## src/rtl/seg_scan_ctrl.sv

```systemverilog
// Time-multiplexed scan controller for a common-anode multi-digit seven-segment display.
// Presents one digit code per slot to the segment decoder, with an anti-ghosting gap and per-digit blink.
module seg_scan_ctrl #(
    parameter int DIGITS       = 8,
    parameter int SCAN_DIV     = 50000,
    parameter int BLANK_CYC    = 1000,
    parameter int BLINK_FRAMES = 125
) (
    input  logic                  clk,
    input  logic                  rst,
    input  logic                  en,
    input  logic [4*DIGITS-1:0]   digits,
    input  logic [DIGITS-1:0]     points,
    input  logic [DIGITS-1:0]     blink_mask,
    output logic [3:0]            num,
    output logic                  point,
    output logic [DIGITS-1:0]     an,
    output logic                  frame_start
);

    localparam int DW = $clog2(SCAN_DIV);
    localparam int IW = (DIGITS > 1) ? $clog2(DIGITS) : 1;
    localparam int FW = (BLINK_FRAMES > 1) ? $clog2(BLINK_FRAMES) : 1;

    localparam logic [DW-1:0] DIV_LAST   = DW'(SCAN_DIV - 1);
    localparam logic [DW-1:0] BLANK_END  = DW'(BLANK_CYC);
    localparam logic [IW-1:0] IDX_LAST   = IW'(DIGITS - 1);
    localparam logic [FW-1:0] FRAME_LAST = FW'(BLINK_FRAMES - 1);
    localparam logic [3:0]    CODE_BLANK = 4'hF;

    logic [DW-1:0] div_cnt;
    logic [IW-1:0] idx;
    logic [FW-1:0] frame_cnt;
    logic          blink_phase;

    logic          slot_end;
    logic          frame_end;
    logic [IW-1:0] next_idx;
    logic          next_phase;

    // Look-ahead values so the snapshot for the new slot is taken on the same edge the slot begins.
    always_comb begin
        slot_end   = (div_cnt == DIV_LAST);
        frame_end  = slot_end && (idx == IDX_LAST);
        next_idx   = frame_end ? '0 : idx + 1'b1;
        next_phase = (frame_end && (frame_cnt == FRAME_LAST)) ? ~blink_phase : blink_phase;
    end

    // NOTE: all state is assigned with <= so every flop samples pre-edge values regardless of statement order.
    always_ff @(posedge clk) begin
        if (rst) begin
            div_cnt     <= '0;
            idx         <= '0;
            frame_cnt   <= '0;
            blink_phase <= 1'b0;
            num         <= CODE_BLANK;
            point       <= 1'b0;
        end else if (en) begin
            if (slot_end) begin
                div_cnt <= '0;
                idx     <= next_idx;
                if (frame_end) begin
                    frame_cnt   <= (frame_cnt == FRAME_LAST) ? '0 : frame_cnt + 1'b1;
                    blink_phase <= next_phase;
                end
                if (blink_mask[next_idx] && next_phase) begin
                    num   <= CODE_BLANK;
                    point <= 1'b0;
                end else begin
                    num   <= digits[4*next_idx +: 4];
                    point <= points[next_idx];
                end
            end else begin
                div_cnt <= div_cnt + 1'b1;
            end
        end
    end

    // NOTE: defaults first in always_comb so no path leaves a signal unassigned (no latches).
    always_comb begin
        an          = '1;
        frame_start = en && (idx == '0) && (div_cnt == '0);
        if (en && (div_cnt >= BLANK_END)) begin
            an[idx] = 1'b0;
        end
    end

endmodule
```

## config.mk

```make
export PLATFORM = sky130hd
export DESIGN_NAME = seg_scan_ctrl
export DESIGN_NICKNAME = d
export VERILOG_FILES = /design/src/rtl/seg_scan_ctrl.sv
export SDC_FILE = /design/constraint.sdc
export NUM_CORES = 1
export LEC_CHECK = 0
export BUFFER_PORTS_ARGS = -buffer_cell sky130_fd_sc_hd__buf_2
export CORE_UTILIZATION = 40
export DETAILED_ROUTE_END_ITERATION = 10
export GPL_TIMING_DRIVEN = 1
export SYNTH_ARGS = -nofsm -noshare
export SYNTH_HDL_FRONTEND = slang
export SYNTH_SLANG_ARGS = --single-unit
```

## constraint.sdc

```tcl
create_clock -name clk -period 3.08 [get_ports clk]
set_input_delay 0.154 -clock clk [delete_from_list [all_inputs] [get_ports clk]]
set_output_delay 0.154 -clock clk [all_outputs]
set_load 0.02 [all_outputs]
```

-- Word-level counts from Yosys, hierarchy flattened
Cells that the tools add are included.
- $add $sub $neg: 3
- multiply operators: 0
- divide/modulo/power cells: 0
- order comparisons: 4
- equal/unequal tests: 3
- shifts and indexed selects: 1
- multiplexer cells: 13
- bitwise gates (word level): 2
- reduce and logical (&&, ||, !) cells: 11
- operators with widths (cell ; number):
    $shiftx 32x6->4 ; 1
    $add 16x1->16 const B ; 1
    $eq 16x16->1 const B ; 1
    $ge 16x10->1 const B ; 1
    $logic_not 16->1 ; 1
    $mux 16 ; 1
    $lt 3x4->1 const B ; 2
    $mux 8 ; 1
    $not 8->8 ; 1
    $add 7x1->7 const B ; 1
    $eq 7x7->1 const B ; 1
    $logic_and 1x1->1 ; 7
    $mux 7 ; 1
    $bmux 1 s3 ; 2
    $mux 1 ; 5
    $mux 4 ; 1
    $add 3x1->3 const B ; 1
    $demux 1 s3 ; 1
    $eq 3x3->1 const B ; 1
    $ge 3x1->1 const B ; 1
    $logic_not 3->1 ; 1
    $mux 3 ; 1
    $reduce_and 3->1 ; 1
    $reduce_and 2->1 ; 1
    $not 1->1 ; 1
- register bits: 32
- bits in latches: 0
- RAM bits: 0
- ROM bits: 0
- bits of input ports: 51
- output and inout port bits: 14
- word-level logic and storage cells: 43
- memories: 0

-- Logic depth before layout (Yosys ltp)
- depth after elaboration: 7
- gate-level depth with buffers: 9
- mapped depth without buffers: 8

-- Worst setup path after synthesis
No wires, ideal clock.
- path kind: register -> register
- start point: register idx[0]
- end point: register num[1]
- setup time: 122 ps
- arrival: 2127 ps
- required time: 2958 ps
- path slack: 831 ps
- cell stages (with the launch flop): 9
- clock period less this slack: 2249 ps
- path through: dfxtp_1 ha_1 ha_1 or4b_4 buf_6 nor2_4 nor2b_1 a211o_1 o32a_1
- longest elaborated chain between the ends: 7
- elaborated cells on any way between the ends: 11
- ends and longest elaborated chain (element ; line ; text):
    start: declaration ; 32 ; logic [IW-1:0] idx;
    start signal: assignment ; 61 ; idx <= next_idx;
    branches (longest 6 deep; another with $add 3x1->3) ; - ;
    $mux 4 (*) ; 66 ; if (blink_mask[next_idx] && next_phase) begin
    end signal: assignment ; 70 ; num <= digits[4*next_idx +: 4];
    end: declaration ; 15 ; output logic [3:0] num,
Mark *: on every way between the ends. The select of a mux whose other input is x is not followed.
A chain may end at the register's enable or synchronous reset.

-- Final worst setup path
- start point: register idx[0]
- end point: register num[2]
The elaborated chain is that of the path after synthesis.

==> results.md <==
* Cts hold-fix bufs at 0
* Antenna cells at 0
* Rows at 26
* RSZ-0062 raised after global routing: false
* Worst slew pin tran at 632 ps
* Hold Fails Final Rpt at 0
* Critical Path AT at about 2600 ps
* Min Tclk post-route at approximately 2400 ps
* Slew headroom at 57.5%
* Fmax at 0.419 GHz
* Outcome: complete, no violations
* CP Class: reg2reg
* Total power divided by cell area at 347 mW/mm²
* Routed length per instance at around 14 µm
* Crit start category: flop
* Clk root buf: clkbuf_8
* Core area at 0.00524 mm²
* Async S/R FF share, synth at 0%
* Crit. End Element: flop
* Worst Setup SP: idx[0]$_SDFFE_PP0P_
* Vias per cell at 5.36
* Hold Path Stages at 2
* Layout cells sized above 1 at 28.4%
* Hold_sp: rst
* Clock sink count at 32
* Final Core Density at a little over half
* Total GRT Usage at 20.7%
* Syn avg cell area at 8.21 µm²
* Distinct cell type count of the synthesized netlist at 58
* Global-route wire length before repair at ~9600 µm
* Vias in the first global route at approximately 2000
* Worst R2R Path Depth at 7
* FF-to-FF Start: idx[0]$_SDFFE_PP0P_
* Die Ht at 76.7 µm
* Clk slew on worst S/H paths at 70 ps
* Setup TNS at 0 ps
* Initial core utilization at 42.6%
* CTS tree: built
* Max H-tree Level at 2
* Final nets at 392
* CTS Buf Count at 5
* Hold WC Path Type: in2reg
* Slew Viols, Final at 0
* CP Data Required Time at approximately 3300 ps
* Post_cts resized at 0
* Max-Cap Viols at 0
* # Post-CTS Setup Buffers at 0
* Leak at 1.07 nW
* Post-Syn Nets at 330
* Netlist Area Pre-Place at 0.00223 mm²
* Commonest non-fill, non-tap cells in the layout: buf_2 (64), nor2_1 (50), dfxtp_1 (32), nand2_1 (22), nand3_1 (13)
* GR Overflow Total at 0
* Most common cell after layout, fill and taps aside: buf_2
* Final cell count without fillers at 405
* Input/output buffers at 64
* FF+latch count, synth at 32
* Post-synthesis sequential area ratio at 28.7%
* Number of DRC violations after detailed-routing iteration 0 at 88
* DP Wirelength at 4440 µm
* Post-synth EDFFs at 0
* First-pass DRT Iterations at 4
* DRT antenna net count at 0
* WL final at 5830 µm
* Vias at around 2200
* Dpl cells at 397
* Period utilization at between 70% and 80%
* Post-synthesis cell count at 272
* Area growth syn-to-layout at 22.0%
* Ys flop type: dfxtp_1
* Largest net degree at the start of global routing at 23
* Clk_skew at approximately 5.5 ps
* Width of the die at 76.7 µm
* Clk_lat worst skew at 290 ps
* Num ports at 65
* DRC violations left at 0
* Warnings from Yosys at 0
* Max rail drop VDD at 0.268 mV
* Final setup vio count at 0
* Clk buf depth at 2
* GPL Wtd Cong at about 0.83
* Critical path peak fanout at 22
* Total Power at 0.946 mW
* Initial antenna violation count at 0
* Die footprint at 0.00588 mm²
==> where the power goes <==
part	total (mW)	switching (mW)	internal, mW
Clock	0.446	0.161	0.285
Sequential	0.420	0.00330	0.416
Combinational	0.0800	0.0359	0.0441
==> kinds of logic after synthesis <==
family	count (synthesis)	synth area share, %
AO/OA/AOI/OAI	47	15.8
adder cells (fa/ha/maj)	7	3.92
buffers and inverters	22	4.93
multiplexers	15	8.58
flip-flops	32	28.7
AND/OR/NAND/NOR	128	29.8
XOR/XNOR	21	8.24
==> layout make-up <==
cell class	instances	area [µm²]
Clock inverter	1	30.0
Sequential cell	32	641
Inverter	8	30.0
Multi-Input combinational cell	218	1480
Tap cell	70	87.6
Clock buffer	7	96.3
Timing Repair Buffer	69	358
Fill cell	538	2510
==> worst paths after layout <==
path | end | slack, ps
worst max-delay path | num[2]$_SDFFE_PP1P_ | 690
worst min-delay path | idx[2]$_SDFFE_PP0P_ | 180
worst max register to register | num[2]$_SDFFE_PP1P_ | 690
worst min register to register | num[1]$_SDFFE_PP1P_ | 480
==> cells in the mapped netlist, drive strengths merged (4+ instances only) <==
cell / count / area share, %
a211oi: 6 / 2.0
a21oi: 12 / 2.9
and3: 5 / 1.4
buf: 9 / 2.7
clkbuf: 5 / 0.84
dfxtp: 32 / 29
ha: 7 / 3.9
inv: 7 / 1.2
mux2i: 9 / 4.0
nand2: 22 / 3.7
nand3: 13 / 2.9
nand4: 7 / 2.2
nor2: 51 / 8.9
nor3: 6 / 1.3
nor4: 4 / 1.1
o21ai: 7 / 2.1
xnor2: 10 / 3.9
xor2: 11 / 4.3
==> worst max-delay path: stages, from the launching register on <==
cell	delay, ps
dfxtp_1	340
buf_4	280
clkinv_1	290
ha_1	540
o21ai_1	210
a2111oi_0	340
a211oi_1	110
o22a_1	170
==> metrics by stage <==
stage	instance area [µm²]	hold WS, ps	worst slack [ps]
6_report	2720	182	691
5_1_grt	2720	188	413
4_1_cts	2720	175	681
3_5_place_dp	2600	467	687
3_3_place_gp	2600	463	762
2_1_floorplan	2230	386	831
==> flip-flops by register name, summed over array words and instances (netlist names) <==
| register | flops |
|---|---|
| num | 4 |
| div_cnt | 16 |
| blink_phase | 1 |
| point | 1 |
| idx | 3 |
| frame_cnt | 7 |
==> layer usage <==
metal  vias to the layer above  global-route usage, %  share of wire [%]
li1                       1105                      -                  -
met1                       994                   26.4                 48
met2                        63                   34.0                 45
met3                         7                   5.24                5.9
met4                         0                   6.35                1.2
met5                         -                      0                  0
No activity file was read; power rests on OpenSTA's default activity.
